**src/rtl/ps2_pkg.sv**
```systemverilog
// Shared types and constants for the PS/2 keyboard receive path.
// Imported by ps2_clk_filter and ps2_kbd_rx.
package ps2_pkg;

    typedef enum logic [1:0] {
        IDLE,
        DATA,
        PARITY,
        STOP
    } rx_state_t;

    localparam logic [7:0] PS2_PFX_EXT = 8'hE0;
    localparam logic [7:0] PS2_PFX_REL = 8'hF0;

    typedef struct packed {
        logic       ext;
        logic       rel;
        logic [7:0] code;
    } kbd_evt_t;

    // PS/2 frames carry odd parity over the data byte plus the parity bit.
    function automatic logic odd_parity_ok(input logic [7:0] data, input logic par);
        return ^{data, par};
    endfunction

endpackage

```
**src/rtl/ps2_clk_filter.sv**
```systemverilog
// PS/2 pin conditioning: two-flop synchronisers on both pins, a FILTER_LEN-sample
// glitch filter on the clock and a one-cycle strike on each filtered falling edge.
module ps2_clk_filter
    import ps2_pkg::*;
#(
    parameter int unsigned FILTER_LEN = 4
) (
    input  logic i_clk,
    input  logic i_rst_n,
    input  logic i_ps2_clk,
    input  logic i_ps2_data,
    output logic o_strike,
    output logic o_data
);

    logic                  r_clk_meta;
    logic                  r_clk_sync;
    logic                  r_dat_meta;
    logic                  r_dat_sync;
    logic [FILTER_LEN-1:0] r_shift;
    logic                  r_filt;
    logic                  r_strike;

    logic w_all_low;
    logic w_all_high;

    assign w_all_low  = (r_shift == '0);
    assign w_all_high = &r_shift;

    always_ff @(posedge i_clk or negedge i_rst_n) begin
        if (!i_rst_n) begin
            r_clk_meta <= 1'b1;
            r_clk_sync <= 1'b1;
            r_dat_meta <= 1'b1;
            r_dat_sync <= 1'b1;
        end else begin
            r_clk_meta <= i_ps2_clk;
            r_clk_sync <= r_clk_meta;
            r_dat_meta <= i_ps2_data;
            r_dat_sync <= r_dat_meta;
        end
    end

    // Filtered clock only moves once the whole window agrees on the new level.
    always_ff @(posedge i_clk or negedge i_rst_n) begin
        if (!i_rst_n) begin
            r_shift  <= '1;
            r_filt   <= 1'b1;
            r_strike <= 1'b0;
        end else begin
            r_shift  <= {r_shift[FILTER_LEN-2:0], r_clk_sync};
            r_strike <= r_filt & w_all_low;
            if (w_all_low) begin
                r_filt <= 1'b0;
            end else if (w_all_high) begin
                r_filt <= 1'b1;
            end
        end
    end

    assign o_strike = r_strike;
    assign o_data   = r_dat_sync;

endmodule

```
**src/rtl/ps2_kbd_rx.sv**
```systemverilog
// PS/2 keyboard receiver: frame deserialiser, E0/F0 prefix folding and event FIFO.
// Optional frame watchdog enabled by defining PS2_RX_TIMEOUT_EN.
module ps2_kbd_rx
    import ps2_pkg::*;
#(
    parameter int unsigned FILTER_LEN  = 4,
    parameter int unsigned FIFO_DEPTH  = 4,
    parameter int unsigned TIMEOUT_CYC = 28000
) (
    input  logic       clk_sys,
    input  logic       reset,
    input  logic       ps2_kbd_clk,
    input  logic       ps2_kbd_data,
    output logic       key_valid,
    input  logic       key_ready,
    output logic [7:0] key_code,
    output logic       key_ext,
    output logic       key_release,
    output logic       err_frame,
    output logic       err_parity,
    output logic       overflow
);

    localparam int unsigned PTR_W = $clog2(FIFO_DEPTH);

    logic w_strike;
    logic w_data;

    ps2_clk_filter #(
        .FILTER_LEN (FILTER_LEN)
    ) u_filter (
        .i_clk      (clk_sys),
        .i_rst_n    (reset),
        .i_ps2_clk  (ps2_kbd_clk),
        .i_ps2_data (ps2_kbd_data),
        .o_strike   (w_strike),
        .o_data     (w_data)
    );

    rx_state_t  r_state;
    logic [2:0] r_bit_cnt;
    logic [7:0] r_byte;
    logic       r_par;
    logic       r_ext_pend;
    logic       r_rel_pend;
    logic       r_err_frame;
    logic       r_err_parity;
    logic       r_overflow;

    kbd_evt_t   r_mem [FIFO_DEPTH];
    logic [PTR_W:0] r_wr_ptr;
    logic [PTR_W:0] r_rd_ptr;

    logic     w_timeout;
    logic     w_frame_done;
    logic     w_par_ok;
    logic     w_is_pfx;
    logic     w_push;
    logic     w_pop;
    logic     w_wr_en;
    logic     w_empty;
    logic     w_full;
    kbd_evt_t w_evt;
    kbd_evt_t w_head;

`ifdef PS2_RX_TIMEOUT_EN
    localparam int unsigned TO_W = $clog2(TIMEOUT_CYC + 1);

    logic [TO_W-1:0] r_to_cnt;

    assign w_timeout = (r_to_cnt == TO_W'(TIMEOUT_CYC));

    always_ff @(posedge clk_sys or negedge reset) begin
        if (!reset) begin
            r_to_cnt <= '0;
        end else if (w_strike || w_timeout) begin
            r_to_cnt <= '0;
        end else if (r_state != IDLE) begin
            r_to_cnt <= r_to_cnt + 1'b1;
        end
    end
`else
    assign w_timeout = 1'b0;
`endif

    assign w_frame_done = w_strike && (r_state == STOP);
    assign w_par_ok     = odd_parity_ok(r_byte, r_par);
    assign w_is_pfx     = (r_byte == PS2_PFX_EXT) || (r_byte == PS2_PFX_REL);
    assign w_push       = w_frame_done && !w_timeout && w_data && w_par_ok && !w_is_pfx;

    always_comb begin
        w_evt      = '0;
        w_evt.ext  = r_ext_pend;
        w_evt.rel  = r_rel_pend;
        w_evt.code = r_byte;
    end

    always_ff @(posedge clk_sys or negedge reset) begin
        if (!reset) begin
            r_state      <= IDLE;
            r_bit_cnt    <= 3'd0;
            r_byte       <= 8'h00;
            r_par        <= 1'b0;
            r_ext_pend   <= 1'b0;
            r_rel_pend   <= 1'b0;
            r_err_frame  <= 1'b0;
            r_err_parity <= 1'b0;
        end else begin
            r_err_frame  <= 1'b0;
            r_err_parity <= 1'b0;
            if (w_timeout) begin
                r_state     <= IDLE;
                r_err_frame <= 1'b1;
                r_ext_pend  <= 1'b0;
                r_rel_pend  <= 1'b0;
            end else if (w_strike) begin
                unique case (r_state)
                    IDLE: begin
                        if (!w_data) begin
                            r_state   <= DATA;
                            r_bit_cnt <= 3'd0;
                        end
                    end
                    DATA: begin
                        r_byte    <= {w_data, r_byte[7:1]};
                        r_bit_cnt <= r_bit_cnt + 3'd1;
                        if (r_bit_cnt == 3'd7) begin
                            r_state <= PARITY;
                        end
                    end
                    PARITY: begin
                        r_par   <= w_data;
                        r_state <= STOP;
                    end
                    STOP: begin
                        r_state <= IDLE;
                        if (!w_data) begin
                            r_err_frame <= 1'b1;
                            r_ext_pend  <= 1'b0;
                            r_rel_pend  <= 1'b0;
                        end else if (!w_par_ok) begin
                            r_err_parity <= 1'b1;
                            r_ext_pend   <= 1'b0;
                            r_rel_pend   <= 1'b0;
                        end else if (r_byte == PS2_PFX_EXT) begin
                            r_ext_pend <= 1'b1;
                        end else if (r_byte == PS2_PFX_REL) begin
                            r_rel_pend <= 1'b1;
                        end else begin
                            // Pend flags clear even if the FIFO drops the event.
                            r_ext_pend <= 1'b0;
                            r_rel_pend <= 1'b0;
                        end
                    end
                    default: r_state <= IDLE;
                endcase
            end
        end
    end

    assign w_empty = (r_wr_ptr == r_rd_ptr);
    assign w_full  = (r_wr_ptr[PTR_W] != r_rd_ptr[PTR_W]) &&
                     (r_wr_ptr[PTR_W-1:0] == r_rd_ptr[PTR_W-1:0]);
    assign w_pop   = !w_empty && key_ready;
    assign w_wr_en = w_push && (!w_full || w_pop);

    always_ff @(posedge clk_sys or negedge reset) begin
        if (!reset) begin
            r_wr_ptr   <= '0;
            r_rd_ptr   <= '0;
            r_overflow <= 1'b0;
        end else begin
            r_overflow <= w_push && w_full && !w_pop;
            if (w_wr_en) begin
                r_wr_ptr <= r_wr_ptr + 1'b1;
            end
            if (w_pop) begin
                r_rd_ptr <= r_rd_ptr + 1'b1;
            end
        end
    end

    always_ff @(posedge clk_sys) begin
        if (w_wr_en) begin
            r_mem[r_wr_ptr[PTR_W-1:0]] <= w_evt;
        end
    end

    // Head fields read as zero while the FIFO is empty, including out of reset.
    assign w_head      = w_empty ? '0 : r_mem[r_rd_ptr[PTR_W-1:0]];
    assign key_valid   = !w_empty;
    assign key_code    = w_head.code;
    assign key_ext     = w_head.ext;
    assign key_release = w_head.rel;
    assign err_frame   = r_err_frame;
    assign err_parity  = r_err_parity;
    assign overflow    = r_overflow;

endmodule
```
**config.mk**
```make
export PLATFORM = sky130hd
export DESIGN_NAME = ps2_kbd_rx
export DESIGN_NICKNAME = d
export VERILOG_FILES = /design/src/rtl/ps2_pkg.sv /design/src/rtl/ps2_clk_filter.sv /design/src/rtl/ps2_kbd_rx.sv
export SDC_FILE = /design/constraint.sdc
export NUM_CORES = 1
export LEC_CHECK = 0
export ABC_AREA = 1
export BUFFER_PORTS_ARGS = -buffer_cell sky130_fd_sc_hd__buf_2
export CAP_MARGIN = 20
export CORE_AREA = 3 3 78 80
export CTS_CLUSTER_DIAMETER = 150
export DETAILED_ROUTE_END_ITERATION = 16
export DIE_AREA = 0 0 81 83
export PLACE_DENSITY = 0.77
export RECOVER_POWER = 25
export SETUP_SLACK_MARGIN = 0.05
export SLEW_MARGIN = 30
export SYNTH_ARGS = -nofsm -noshare
export SYNTH_HDL_FRONTEND = slang
export SYNTH_SLANG_ARGS = --single-unit
```
**constraint.sdc**
```tcl
create_clock -name clk_sys -period 3.36 [get_ports clk_sys]
set_input_delay 0.168 -clock clk_sys [delete_from_list [all_inputs] [get_ports clk_sys]]
set_output_delay 0.168 -clock clk_sys [all_outputs]
set_load 0.05 [all_outputs]
```
# Word level (Yosys, flattened, before mapping)
# Memory sizes are Yosys's and may differ from the RTL's.
# Cells that the tools add are included.
# word_totals
register_bits,35
ramBits,40
wordCells,88
memories,1
# op_classes
addsub,3
n_eq_ne,13
mux,25
bitwise_logic,1
n_reduce_logical,27
# memory_table
memory,words,width,rd,rd_ports_with_merged_regs,write_ports,line_no,source
r_mem,4,10,1,0,1,ps2_kbd_rx.sv:50,kbd_evt_t r_mem [FIFO_DEPTH];
# ops
op,count
two-way mux 1 bit,19
equality test 8 bit (second input constant),2
AND reduction 3 bit,4
two-way mux 10 bit,1
adder 3 x 1 -> 3 bit (second input constant),3
logical AND 1 bit,9
XOR reduction 9 bit,1
one-hot mux 2 bit (4 select lines),1
one-hot mux 3 bit (2 select lines),1
equality test 2 bit (second input constant),2
zero test 1 bit,4
zero test 4 bit,1
two-way mux 2 bit,2
!= test 2 bit (second input constant),2
!= test 4 bit (second input constant),1
AND reduction 2 bit,2
AND reduction 4 bit,1
nonzero test 2 bit,2
equality test 3 bit,1
equality test 3 bit (second input constant),1
two-way mux 3 bit,1
!= test 3 bit (second input constant),1
equality test 2 x 1 -> 1 bit (second input constant),1
equality test 2 bit,1
4 further kinds,5

# Depth between registers and ports, before layout
# Gate-level depths: netlist (run 1).
# logic_depth
depth_word,8
ltp_mapped,12
mapped_depth_nobuf,12

# By module
# From an unflattened synthesis (run 1), not the netlist that was laid out.
# hier_totals
hier_cells,320
area_unflattened_um2,3301.9
# by_module_without_submodules
mod,n_inst,cells_each,area_per_inst_um2
ps2_kbd_rx,1,302,3007.9
ps2_clk_filter,1,18,294.0

# Worst setup path before layout (run 1)
# No wires, ideal clock.
# synth_timing
path_type,reg-to-reg
from,register u_filter.r_dat_sync (netlist: u_filter.o_data)
to,memory r_mem[1][0] in the netlist's numbering (enable)
setup_time_ns,0.376
arrival_time_ns,1.689
required_ns,2.984
path_slack_ns,1.294
path_stages_with_launch,7
period_less_slack_ns,2.066
cell_sequence,dfstp_2 inv_1 nor2_1 inv_1 nor3_2 nand3_4 nor2_1
# synth_via
elab_chain_cells,6
# synth_rtl
element,line_no,source
start: declaration,ps2_clk_filter.sv:19,logic r_dat_sync;
start signal: assignment,ps2_clk_filter.sv:40,r_dat_sync <= r_dat_meta;
logical AND 1 bit (3 in a row),ps2_kbd_rx.sv:89,assign w_push = w_frame_done && !w_timeout && w_data && w_par_ok && !w_is_pfx;
logical AND 1 bit,ps2_kbd_rx.sv:165,assign w_wr_en = w_push && (!w_full || w_pop);
two-way mux 1 bit,ps2_kbd_rx.sv:184,if (w_wr_en) begin
two-way mux 1 bit (implied by the code),ps2_kbd_rx.sv:185,r_mem[r_wr_ptr[PTR_W-1:0]] <= w_evt;
end: declaration,ps2_kbd_rx.sv:50,
# Every way passes these cells.

# Worst setup path after layout (run 1)
# layout_timing
from,register r_rd_ptr[1]
to,output port key_release
# layout_via
elab_chain_cells,2
# layout_rtl
element,line_no,source
start: declaration,ps2_kbd_rx.sv:52,logic [PTR_W:0] r_rd_ptr;
start signal: assignment,ps2_kbd_rx.sv:178,r_rd_ptr <= r_rd_ptr + 1'b1;
memory (4 x 10 bit) / equality test 3 bit (equally long branches),-,
two-way mux 10 bit (*),ps2_kbd_rx.sv:190,assign w_head = w_empty ? '0 : r_mem[r_rd_ptr[PTR_W-1:0]];
end: declaration,ps2_kbd_rx.sv:18,"output logic key_release,"
# Mark *: on every way between the ends. The rest lies on a longest branch, timed or not.

==> results.md, run 1 <==
| Group | Parameter | Value |
|:---|:---|:---|
| run status | Result of the run | finished clean |
| timing | F_max | 0.4133 GHz |
| timing | Number of pins exceeding their max-slew limit in the final report | 0 |
| route | DRC violation total after the first TritonRoute iteration | 139 |
| die | Count of standard-cell rows | 27 |
| die | Area of the core | 5473 um2 |
| yosys | Ys Warns | 0 |
| route | Per-cell via count in the routed design | 5.191 |
| route | Number of antenna-violating nets in the routed design | 0 |
| yosys | Number of register bits inferred by synthesis | 75 |
| clocking | Root buf cell | clkbuf_8 |
| global routing | Wire length of the first global-routing pass | 9597 um |
| yosys | Portion of synthesized cell area occupied by the leading cell type | 0.3598 |
| clocking | Number of buffers added to fix hold violations after cts | 3 |
| worst setup path | Critical Setup Path Class | reg -> out |
| layout | Layout filler cell count | 432 |
| route | Average wire per cell in the routed design | 13.18 um |
| worst setup path | Capturing point of the worst reg2reg path | r_mem[2][8]$_DFFE_PP_ |
| timing | Final setup violating endpoints | 0 |
| route | DRC viols | 0 |
| power | Cell area power density | 724.6 nW/um2 |
| timing | Post-layout minimum cycle time | 2.420 ns |
| global routing | Initial antenna violation count | 0 |
| worst setup path | Worst-case reg-to-reg path depth | 6 |
| timing | Rel. slew slack | 0.4437 |
| layout | Ratio of cells with drive above 1 in the final layout | 0.1429 |
| timing | Setup clock skew after layout | 0.01362 ns |
| timing | Worst-Margin Slew | 0.8314 ns |
| clocking | Post-CTS sizing | 0 |
| yosys | Number of library cell types mapped by synthesis | 25 |
| yosys | Synthesized net count | 343 |
| worst setup path | R2r startpoint | r_byte[0]$_DFFE_PN0P_ |
| flow run | # Max-Cap Violations | 0 |
| timing | Setup TNS | 0 ns |
| timing | Final hold violation count | 0 |
| die | Initial cell density of the core | 0.6100 |
| clocking | CTS tree | done |
| worst setup path | Critical path depth | 6 |
| layout | Area delta synth->final | 10.79% |
| worst setup path | Worst Path Max Fanout | 13 |
| yosys | Synth Instances | 326 |
| worst setup path | Internal reg-to-reg setup slack | 0.96 ns |
| power | Final total power | 2680 uW |
| die | I/O pin cnt | 19 |
| global routing | Vias in the first global route | 2,155 |
| global routing | Pin count of the biggest net entering global routing | 36 |
| min path | Hold path startpoint | key_ready |
| yosys | Synthesized area per cell | 10.24 um2 |
| placed design | GPL Wtd Cong | 0.7905 |
| power | Leakage component of the power | 0.001660 uW |
| clocking | TritonCTS buffer count | 9 |
| min path | Worst hold-check path type | in -> reg |
| worst setup path | Buf/Inv on CP | 3 |
| worst setup path | Required time of the critical path | 3.19 ns |
| min path | Endpoint, Worst Hold | r_rd_ptr[2]$_DFFE_PN0P_ |
| route | Number of detailed-route iterations in the first pass | 4 |
| clocking | Max clock buf depth | 2 |
| clocking | Later-pin clock latency in the skew report | 0.34 ns |
| worst setup path | Type of destination of the critical path | output pin |
| worst setup path | Arrival time at the worst endpoint | 2.25 ns |
| clocking | Number of sinks on the clock net | 75 |
| layout | Antenna cells | 0 |
| global routing | GR Util All Layers | 0.1888 |
| worst setup path | Slowest-stage cell, CP | dfrtp_1 |
| placed design | HPWL after DPL | 3846 um |
| die | Chip Height | 83 um |
| yosys | Area of the mapped netlist | 3338 um2 |
| die | DIE WIDTH | 81 um |
| placed design | # port buffers | 18 |
| power | IR Drop Worst-Case VDD | 484.7 uV |
| clocking | Count of buffers added by post-CTS timing repair for setup | 0 |
| worst setup path | Worst-path cell chain | inv_1 > nand2_1 > nand4_1 > nand2_1 > inv_1 > buf_2 |
| min path | Hold Path Depth | 3 |
| timing | Final Cycle Share | 0.7202 |
| clocking | Reg clk slew, reported paths | 0.07 ns |
| route | Vias post-DR | 2,227 |
| route | Total Wirelength | 5655 um |
| timing | RSZ-0062 raised after global routing | false |
| layout | Final net count | 369 |
| worst setup path | Delay of the slowest cell on the worst path | 0.57 ns |
| yosys | Sequential cell area fraction in the yosys report | 0.6256 |
| clocking | Maximum level of the CTS H-tree | 3 |
| worst setup path | Critical path's top delay family | simple AND/OR/NAND/NOR gates |
| die | Die area | 6723 um2 |
| yosys | Cell type with the largest total area after synthesis | edfxtp_1 |
| yosys | Top cells by area, synth | edfxtp_1, dfrtp_1, nand2_1, dfstp_2, o21ai_0 |
| worst setup path | Critical path startpoint category | register |
| global routing | Overall overflow remaining after global route | 0 |
[how the worst max path moves through the flow]
stage / startpoint / to / slack [ns]
after floorplan: u_filter.o_data$_DFF_PN1_ / r_mem[1][0]$_DFFE_PP_ / 1.29
after global routing: r_rd_ptr[1]$_DFFE_PN0P_ / key_code[1] / 0.73
after global placement: r_byte[1]$_DFFE_PN0P_ / r_mem[2][3]$_DFFE_PP_ / 1.04
after detailed placement: r_byte[0]$_DFFE_PN0P_ / r_mem[2][4]$_DFFE_PP_ / 0.96
final: r_rd_ptr[1]$_DFFE_PN0P_ / key_release / 0.94
after CTS: r_rd_ptr[1]$_DFFE_PN0P_ / key_release / 0.90
[per-stage QoR]
step | util | instance area (um2) | std cells | hold WS (ns) | worst slack, ns
2_1_floorplan | - | 3338 | 326 | -0.1276 | 1.294
3_3_place_gp | 0.6401 | 3503 | 410 | 0.2737 | 1.041
3_5_place_dp | 0.6401 | 3503 | 410 | 0.2752 | 0.9587
4_1_cts | 0.6758 | 3699 | 429 | 0.1291 | 0.8980
5_1_grt | 0.6758 | 3699 | 429 | 0.1288 | 0.7327
6_report | 0.6758 | 3699 | 429 | 0.1434 | 0.9403
[cell usage in the layout (no fill, tap or decap), types with 3 or more instances in the layout]
master | Yosys | layout
nor2_2 | 3 | 3
nand3_1 | 7 | 7
clkbuf_8 | 0 | 10
dfrtp_1 | 26 | 26
nor2_1 | 33 | 33
o22ai_1 | 10 | 10
o21ai_0 | 33 | 33
nand2_2 | 5 | 5
a21oi_1 | 4 | 4
dfstp_1 | 0 | 3
dfstp_2 | 9 | 6
xnor2_1 | 4 | 4
inv_1 | 41 | 41
nand4_1 | 8 | 8
ha_1 | 12 | 12
edfxtp_1 | 40 | 40
nand2_1 | 70 | 70
dlygate4sd3_1 | 0 | 3
buf_2 | 0 | 18
clkbuf_1 | 8 | 4
[worst min-delay path: stages]
cell	delay, ns
buf_2	0.11
nand3_1	0.10
xnor2_1	0.07
[state kept, by name, summed over array words and instances (netlist names), 2 cells and up]
signal            count
r_rd_ptr              3
u_filter.r_shift      4
r_byte                8
r_state               2
r_wr_ptr              3
r_bit_cnt             3
r_mem                40
[cells by family (layout without fill, tap and decap cells)]
kind of cell | Yosys count | after routing | share of synthesized area
compound gates | 49 | 49 | 0.07834
xor+xnor | 6 | 6 | 0.01574
fa+ha+maj | 12 | 12 | 0.04498
buf+inv | 51 | 82 | 0.05735
flops | 75 | 75 | 0.6256
simple gates | 133 | 133 | 0.1780
[per-layer routing]
| metal | vias up | GRT usage | part of all wire |
|---|---|---|---|
| met2 | 49 | 0.3017 | 0.49 |
| met1 | 1042 | 0.2351 | 0.45 |
| met3 | 11 | 0.05531 | 0.043 |
| met4 | 0 | 0.08449 | 0.019 |
| met5 | - | 0 | 0 |
| li1 | 1125 | - | - |
[Yosys cell counts]
cell type and n:
inv_1 41, o31ai_1 1, o21ai_0 33, dfrtp_1 26, nor3_1 2, a31oi_1 1
nor2_2 3, nand4_1 8, nand3_1 7, nand2_1 70, nor2_1 33, nand3_4 2
nor4_1 1, a21oi_1 4, dfstp_2 9, nand2_4 1, edfxtp_1 40, xor2_1 2
ha_1 12, nand2_2 5, o22ai_1 10, clkbuf_1 8, nor3_2 1, inv_2 2
xnor2_1 4
[power breakdown]
part / switching [uW] / internal, uW / total, uW
logic: 737 / 271 / 1010
registers: 66.2 / 1030 / 1090
clock network: 291 / 289 / 580
total: 1090 / 1590 / 2680
[cell type report]
class,count,area [um2],area share
sequential,75,2088,0.5646
timing repair buffer,23,135.1,0.03654
multi-input combinational,200,1059,0.2862
inverter,43,161.4,0.04364
clock buffer,14,152.6,0.04127
clock inverter,2,12.51,0.003383
tap,72,90.09,0.02436
(Power assumes the default switching activity.)
==> run 2: changes to the inputs <==
CORE_AREA = 3 3 79 81   (was 3 3 78 80)
DIE_AREA = 0 0 82 84   (was 0 0 81 83)
PLACE_DENSITY = 0.75   (was 0.77)
clock period = 2.4 ns   (was 3.36 ns; I/O delays follow)
==> run 2 against run 1 <==
Net effect:
- worst hold slack got worse by 0.052 ns
- sequential cell count did not move
- critical path type unchanged
- critical path depth rose by 1
- count of clock-buffer cells in the layout fell by 4
- combinational power rose by 49%
- via count up 2.1%
- wire length rose by 1.8%
==> results.md, run 2 (synthesis gave the netlist of run 1 again) <==
| Group | Parameter | Value |
|:---|:---|:---|
| layout | Sequential standard cell area | 2088 um2 |
| worst setup path | Required time of the critical path | 2.28 ns |
| route | Vias post-DR | 2,273 |
| clocking | Maximum level of the CTS H-tree | 3 |
| timing | Post-layout minimum cycle time | 2.201 ns |
| worst setup path | Critical path's top delay family | buffers and inverters |
| timing | Setup clock skew after layout | 0.007551 ns |
| route | DRC viols | 0 |
| timing | Final hold violation count | 0 |
| clocking | Later-pin clock latency in the skew report | 0.34 ns |
| min path | Hold path startpoint | key_ready |
| power | Leakage component of the power | 0.001709 uW |
| timing | Final setup violating endpoints | 0 |
| placed design | # port buffers | 18 |
| worst setup path | Capturing point of the worst reg2reg path | r_mem[1][0]$_DFFE_PP_ |
| worst setup path | Critical Setup Path Class | reg -> out |
| power | Clock Power Share | 0.221 |
| timing | Rel. slew slack | 0.4840 |
| die | Chip Height | 84 um |
| clocking | Reg clk slew, reported paths | 0.08 ns |
| die | Initial cell density of the core | 0.6025 |
| clocking | Root buf cell | clkbuf_8 |
| layout | Most frequent cells in the layout | nand2_1, inv_1, edfxtp_1, nor2_1, o21ai_0 |
| power | IR Drop Worst-Case VDD | 769.6 uV |
| power | Portion of total power attributed to sequential cells | 0.391 |
| layout | Antenna cells | 0 |
| worst setup path | Worst-case reg-to-reg path depth | 12 |
| timing | Setup TNS | 0 ns |
| die | DIE WIDTH | 82 um |
| power | Int Power | 2266 uW |
| route | Average wire per cell in the routed design | 13.18 um |
| route | Number of detailed-route iterations in the first pass | 4 |
| min path | Endpoint, Worst Hold | r_rd_ptr[2]$_DFFE_PN0P_ |
| worst setup path | Buf/Inv on CP | 4 |
| clocking | Max clock buf depth | 2 |
| worst setup path | Slowest-stage cell, CP | dfrtp_1 |
| worst setup path | Worst-path cell chain | buf_4 > clkinvlp_4 > o21ai_0 > o22ai_1 > nand2_1 > inv_1 > buf_2 |
| placed design | GPL Wtd Cong | 0.7790 |
| global routing | Pin count of the biggest net entering global routing | 36 |
| layout | Utilization after layout | 0.6811 |
| clocking | CTS tree | done |
| die | Count of standard-cell rows | 27 |
| route | Total Wirelength | 5759 um |
| timing | F_max | 0.4544 GHz |
| placed design | HPWL after DPL | 3828 um |
| power | Reported net switching power | 1603 uW |
| layout | Area delta synth->final | 13.04% |
| worst setup path | Arrival time at the worst endpoint | 2.08 ns |
| worst setup path | Internal reg-to-reg setup slack | 0.40 ns |
| min path | Worst hold-check path type | in -> reg |
| power | Logic gate share of total power | 0.388 |
| power | Cell area power density | 1025 nW/um2 |
| worst setup path | R2r startpoint | r_byte[4]$_DFFE_PN0P_ |
| global routing | Wire length of the first global-routing pass | 9439 um |
| worst setup path | Worst Path Max Fanout | 21 |
| min path | Hold Path Depth | 3 |
| timing | RSZ-0062 raised after global routing | true |
| global routing | Vias in the first global route | 2,054 |
| worst setup path | Delay of the slowest cell on the worst path | 0.42 ns |
| run status | Result of the run | finished clean |
| worst setup path | Critical path startpoint category | register |
| timing | Final Cycle Share | 0.9170 |
| route | Number of antenna-violating nets in the routed design | 0 |
| layout | Ratio of cells with drive above 1 in the final layout | 0.1781 |
| power | Switching Fraction | 0.4143 |
| global routing | Overall overflow remaining after global route | 0 |
| global routing | Initial antenna violation count | 0 |
| timing | Number of pins exceeding their max-slew limit in the final report | 0 |
| layout | Area of the multi-input gates | 1059 um2 |
| route | Per-cell via count in the routed design | 5.201 |
| route | DRC violation total after the first TritonRoute iteration | 153 |
| timing | Worst-Margin Slew | 0.7740 ns |
| flow run | # Max-Cap Violations | 0 |
| layout | Final net count | 377 |
| clocking | TritonCTS buffer count | 9 |
| worst setup path | Type of destination of the critical path | output pin |
| layout | Leading cell type in the layout, fill and taps excluded | nand2_1 |
| die | Area of the core | 5540 um2 |
| die | Die area | 6888 um2 |
| layout | Max FFs per register | 40 |
| global routing | GR Util All Layers | 0.1852 |
| layout | Layout filler cell count | 429 |
| die | I/O pin cnt | 19 |
| clocking | Number of sinks on the clock net | 75 |
run 2: worst register-to-register path, delay by kind of cell, from the launching register on:
family | cells | cell delay [ns]
buf+inv | 2 | 0.34
flops | 1 | 0.51
simple gates | 10 | 0.86
run 2: stage by stage:
stage               setup slack, ns  std cells  total power (uW)  hold slack [ns]  instance area [um2]
finish                       0.1991        437              3869          0.09174                 3774
global route                0.02211        437              4123          0.09320                 3774
CTS                         0.06622        435              3877          0.07524                 3755
detailed placement           0.3885        416              3019           0.2264                 3548
global placement             0.4660        416              2986           0.2254                 3548
floorplan                    0.3345        326              2678          -0.1756                 3338
run 2: worst max path at each step:
stage	startpoint	endpoint	slack (ns)	depth (start not counted)
after floorplan	u_filter.o_data$_DFF_PN1_	r_mem[2][0]$_DFFE_PP_	0.33	6
after global placement	r_byte[4]$_DFFE_PN0P_	r_mem[1][2]$_DFFE_PP_	0.47	12
after detailed placement	r_byte[4]$_DFFE_PN0P_	r_mem[1][2]$_DFFE_PP_	0.39	12
after CTS	r_rd_ptr[0]$_DFFE_PN0P_	key_code[0]	0.07	7
after global routing	r_rd_ptr[0]$_DFFE_PN0P_	key_code[0]	0.02	7
final	r_rd_ptr[0]$_DFFE_PN0P_	key_code[0]	0.20	7
run 2: layer usage:
metal  track usage  wire length (um)  part of all wire  vias up
met5             0                 0                 0        -
met4       0.07251               123             0.021        0
met3       0.05832               231             0.040       11
met2        0.2961              2786              0.48       46
met1        0.2315              2618              0.45     1064
li1              -                 -                 -     1152
run 2: cell type report:
class / instances / area share
repair buffers: 31 / 0.05172
clock buffers: 10 / 0.03647
clock inverters: 6 / 0.01028
multi-input cells: 200 / 0.2805
inverters: 43 / 0.04377
well taps: 72 / 0.02387
flip-flops and latches: 75 / 0.5534
run 2: repair_timing:
action                     CTS  global route
setup buffers                0             2
resized for setup            0             1
hold endpoints to repair    28             0
hold buffers                 3             0
setup endpoints to repair    0            10
run 2: power by group through the flow:
stage	sequential [uW]	clock (uW)	combinational, uW
floorplan	1520	0	1160
global placement	1530	0	1450
detailed placement	1540	0	1480
CTS	1510	878	1490
global route	1520	941	1660
finish	1510	855	1500
==> run 3: changes to the inputs <==
GPL_TIMING_DRIVEN = 0   (was not set)
==> run 3 against run 2 <==
Net effect:
- first-iteration DRC count rose by 33%
- via count rose by 0.57%
- core utilization barely moved
- largest power group unchanged
- critical endpoint is now r_mem[0][3]$_DFFE_PP_
- critical path depth rose by 4
- clock power rose by 23%
- sequential share of layout area barely moved
- power rose by 4.6%
- setup slack got worse by 0.055 ns
- maximum frequency fell by 2.4%
- cell area barely moved
- global-route usage rose by 0.43 points
==> results.md, run 3 (synthesis gave the netlist of run 1 again) <==
| Group | Parameter | Value |
|:---|:---|:---|
| run status | Result of the run | finished clean |
| clocking | CTS tree | done |
| global routing | Initial antenna violation count | 0 |
| placed design | Inst Count DP | 416 |
| worst setup path | R2r startpoint | r_byte[6]$_DFFE_PN0P_ |
| route | Number of detailed-route iterations in the first pass | 5 |
| worst setup path | Capturing point of the worst reg2reg path | r_mem[0][3]$_DFFE_PP_ |
| layout | Ratio of cells with drive above 1 in the final layout | 0.1515 |
| global routing | Pin count of the biggest net entering global routing | 36 |
| route | Vias post-DR | 2,286 |
| power | Switching Fraction | 0.3977 |
| layout | Antenna cells | 0 |
| layout | Leading cell type in the layout, fill and taps excluded | nand2_1 |
| power | IR Drop Worst-Case VDD | 690.2 uV |
| layout | Layout filler cell count | 440 |
| timing | Rel. slew slack | 0.4923 |
| route | Number of antenna-violating nets in the routed design | 0 |
| worst setup path | Slowest-stage cell, CP | nor2_2 |
| worst setup path | Worst-path cell chain | nor2_2 > inv_1 > nand2_1 > nand2_1 > nand2_1 > nand2_2 > nand2_2 > nand2_2 > nand2_4 > nand3_4 > nor2_2 |
| die | Die area | 6888 um2 |
| die | DIE WIDTH | 82 um |
| die | Area of the core | 5540 um2 |
| clocking | TritonCTS buffer count | 9 |
| die | I/O pin cnt | 19 |
| layout | Non-Filler Cell Area, Final | 3775 um2 |
| min path | Hold path startpoint | key_ready |
| power | Cell area power density | 1072 nW/um2 |
| layout | Final net count | 375 |
| worst setup path | Worst-case reg-to-reg path depth | 11 |
| clocking | Root buf cell | clkbuf_8 |
| worst setup path | Critical path depth | 11 |
| min path | Hold Path Depth | 3 |
| worst setup path | Critical path's top delay family | simple AND/OR/NAND/NOR gates |
| timing | Final hold violation count | 0 |
| die | Initial cell density of the core | 0.6025 |
| worst setup path | Arrival time at the worst endpoint | 2.23 ns |
| power | Logic gate share of total power | 0.366 |
| die | Count of standard-cell rows | 27 |
| power | Leakage component of the power | 0.001688 uW |
| worst setup path | Critical path startpoint category | register |
| layout | Max FFs per register | 40 |
| timing | Post-layout minimum cycle time | 2.256 ns |
| timing | Number of pins exceeding their max-slew limit in the final report | 0 |
| placed design | # port buffers | 18 |
| power | Clock Power Share | 0.260 |
| route | Average wire per cell in the routed design | 13.51 um |
| layout | Area delta synth->final | 13.08% |
| global routing | GR Util All Layers | 0.1894 |
| placed design | GPL Wtd Cong | 0.7922 |
| timing | F_max | 0.4433 GHz |
| power | Int Power | 2437 uW |
| min path | Worst hold-check path type | in -> reg |
| placed design | Cell area after placement | 3518 um2 |
| global routing | Wire length of the first global-routing pass | 9632 um |
| global routing | Vias in the first global route | 2,161 |
| worst setup path | Required time of the critical path | 2.38 ns |
| worst setup path | Worst Path Max Fanout | 10 |
| min path | Endpoint, Worst Hold | r_rd_ptr[2]$_DFFE_PN0P_ |
| flow run | # Max-Cap Violations | 0 |
| timing | RSZ-0062 raised after global routing | true |
| global routing | Overall overflow remaining after global route | 0 |
| timing | Setup clock skew after layout | 0.005056 ns |
| die | Chip Height | 84 um |
| power | Portion of total power attributed to sequential cells | 0.374 |
| power | Final total power | 4047 uW |
| worst setup path | Type of destination of the critical path | register |
| route | DRC viols | 0 |
| worst setup path | Internal reg-to-reg setup slack | 0.14 ns |
| clocking | Reg clk slew, reported paths | 0.07 ns |
| route | Per-cell via count in the routed design | 5.255 |
| clocking | Later-pin clock latency in the skew report | 0.34 ns |
| layout | Most frequent cells in the layout | nand2_1, inv_1, edfxtp_1, o21ai_0, nor2_1 |
| route | Total Wirelength | 5876 um |
| worst setup path | Buf/Inv on CP | 1 |
| clocking | Number of sinks on the clock net | 75 |
| layout | Layout Cells excl Fill | 435 |
| clocking | Max clock buf depth | 2 |
| placed design | HPWL after DPL | 3798 um |
| timing | Worst-Margin Slew | 0.7615 ns |
| worst setup path | Delay of the slowest cell on the worst path | 0.50 ns |
| clocking | Maximum level of the CTS H-tree | 3 |
| worst setup path | Critical Setup Path Class | reg -> reg |
| timing | Final setup violating endpoints | 0 |
| timing | Final Cycle Share | 0.9399 |
| route | DRC violation total after the first TritonRoute iteration | 204 |
| power | Reported net switching power | 1609 uW |
[run 3: power groups by stage]
stage / clock (uW) / sequential (uW) / combinational (uW)
final: 1050 / 1510 / 1480
after global placement: 0 / 1540 / 1440
after floorplan: 0 / 1520 / 1160
after global routing: 1130 / 1530 / 1620
after CTS: 1070 / 1510 / 1480
after detailed placement: 0 / 1540 / 1470
[run 3: per-layer routing]
layer	global-route usage	vias to the layer above	share of wire
met5	0	-	0
met4	0.1042	0	0.014
met3	0.05508	6	0.048
met2	0.3012	57	0.51
met1	0.2267	1084	0.43
li1	-	1139	-
[run 3: worst reg2reg max path, stage by stage, from the launching register on]
cell     delay, ns
dfrtp_1       0.48
nor2_2        0.18
inv_1         0.05
nand2_1       0.07
nand2_1       0.06
nand2_1       0.08
nand2_2       0.08
nand2_2       0.09
nand2_2       0.06
nand2_4       0.12
nand3_4       0.13
nor2_2        0.50
[run 3: final cells by class]
type,instances,area (um2),share of cell area
clock inverters,5,77.57,0.02055
plain buffers,8,30.03,0.007955
well taps,72,90.09,0.02386
flip-flops and latches,75,2088,0.5532
repair buffers,21,120.1,0.03182
inverters,43,161.4,0.04276
clock buffers,11,141.4,0.03745
multi-input cells,200,1066,0.2824
[run 3: repair_timing]
item,in CTS,in global routing
endpoints found under the setup margin,30,40
pin swaps,0,0
resized for setup,3,0
hold endpoints to repair,28,0
hold buffers,3,0
setup buffers,0,0
[run 3: how the worst max path moves through the flow]
stage                                        to                      start  slack, ns
after CTS                 r_mem[0][5]$_DFFE_PP_  u_filter.o_data$_DFF_PN1_       0.11
after global placement    r_mem[3][1]$_DFFE_PP_  u_filter.o_data$_DFF_PN1_      -0.13
after global routing      r_mem[3][5]$_DFFE_PP_      r_byte[0]$_DFFE_PN0P_      -0.08
after detailed placement  r_mem[3][1]$_DFFE_PP_  u_filter.o_data$_DFF_PN1_      -0.14
final                     r_mem[0][3]$_DFFE_PP_      r_byte[6]$_DFFE_PN0P_       0.14
after floorplan           r_mem[2][0]$_DFFE_PP_  u_filter.o_data$_DFF_PN1_       0.33
[run 3: stage by stage]
step,worst slack [ns],util,TNS (ns),hold WS [ns]
after floorplan,0.3345,-,0,-0.1756
after global placement,-0.1294,0.6351,-2.896,0.2254
after detailed placement,-0.1374,0.6351,-3.374,0.2263
after CTS,0.1131,0.6813,0,0.05980
after global routing,-0.08294,0.6813,-2.612,0.07259
final,0.1442,0.6813,0,0.07844
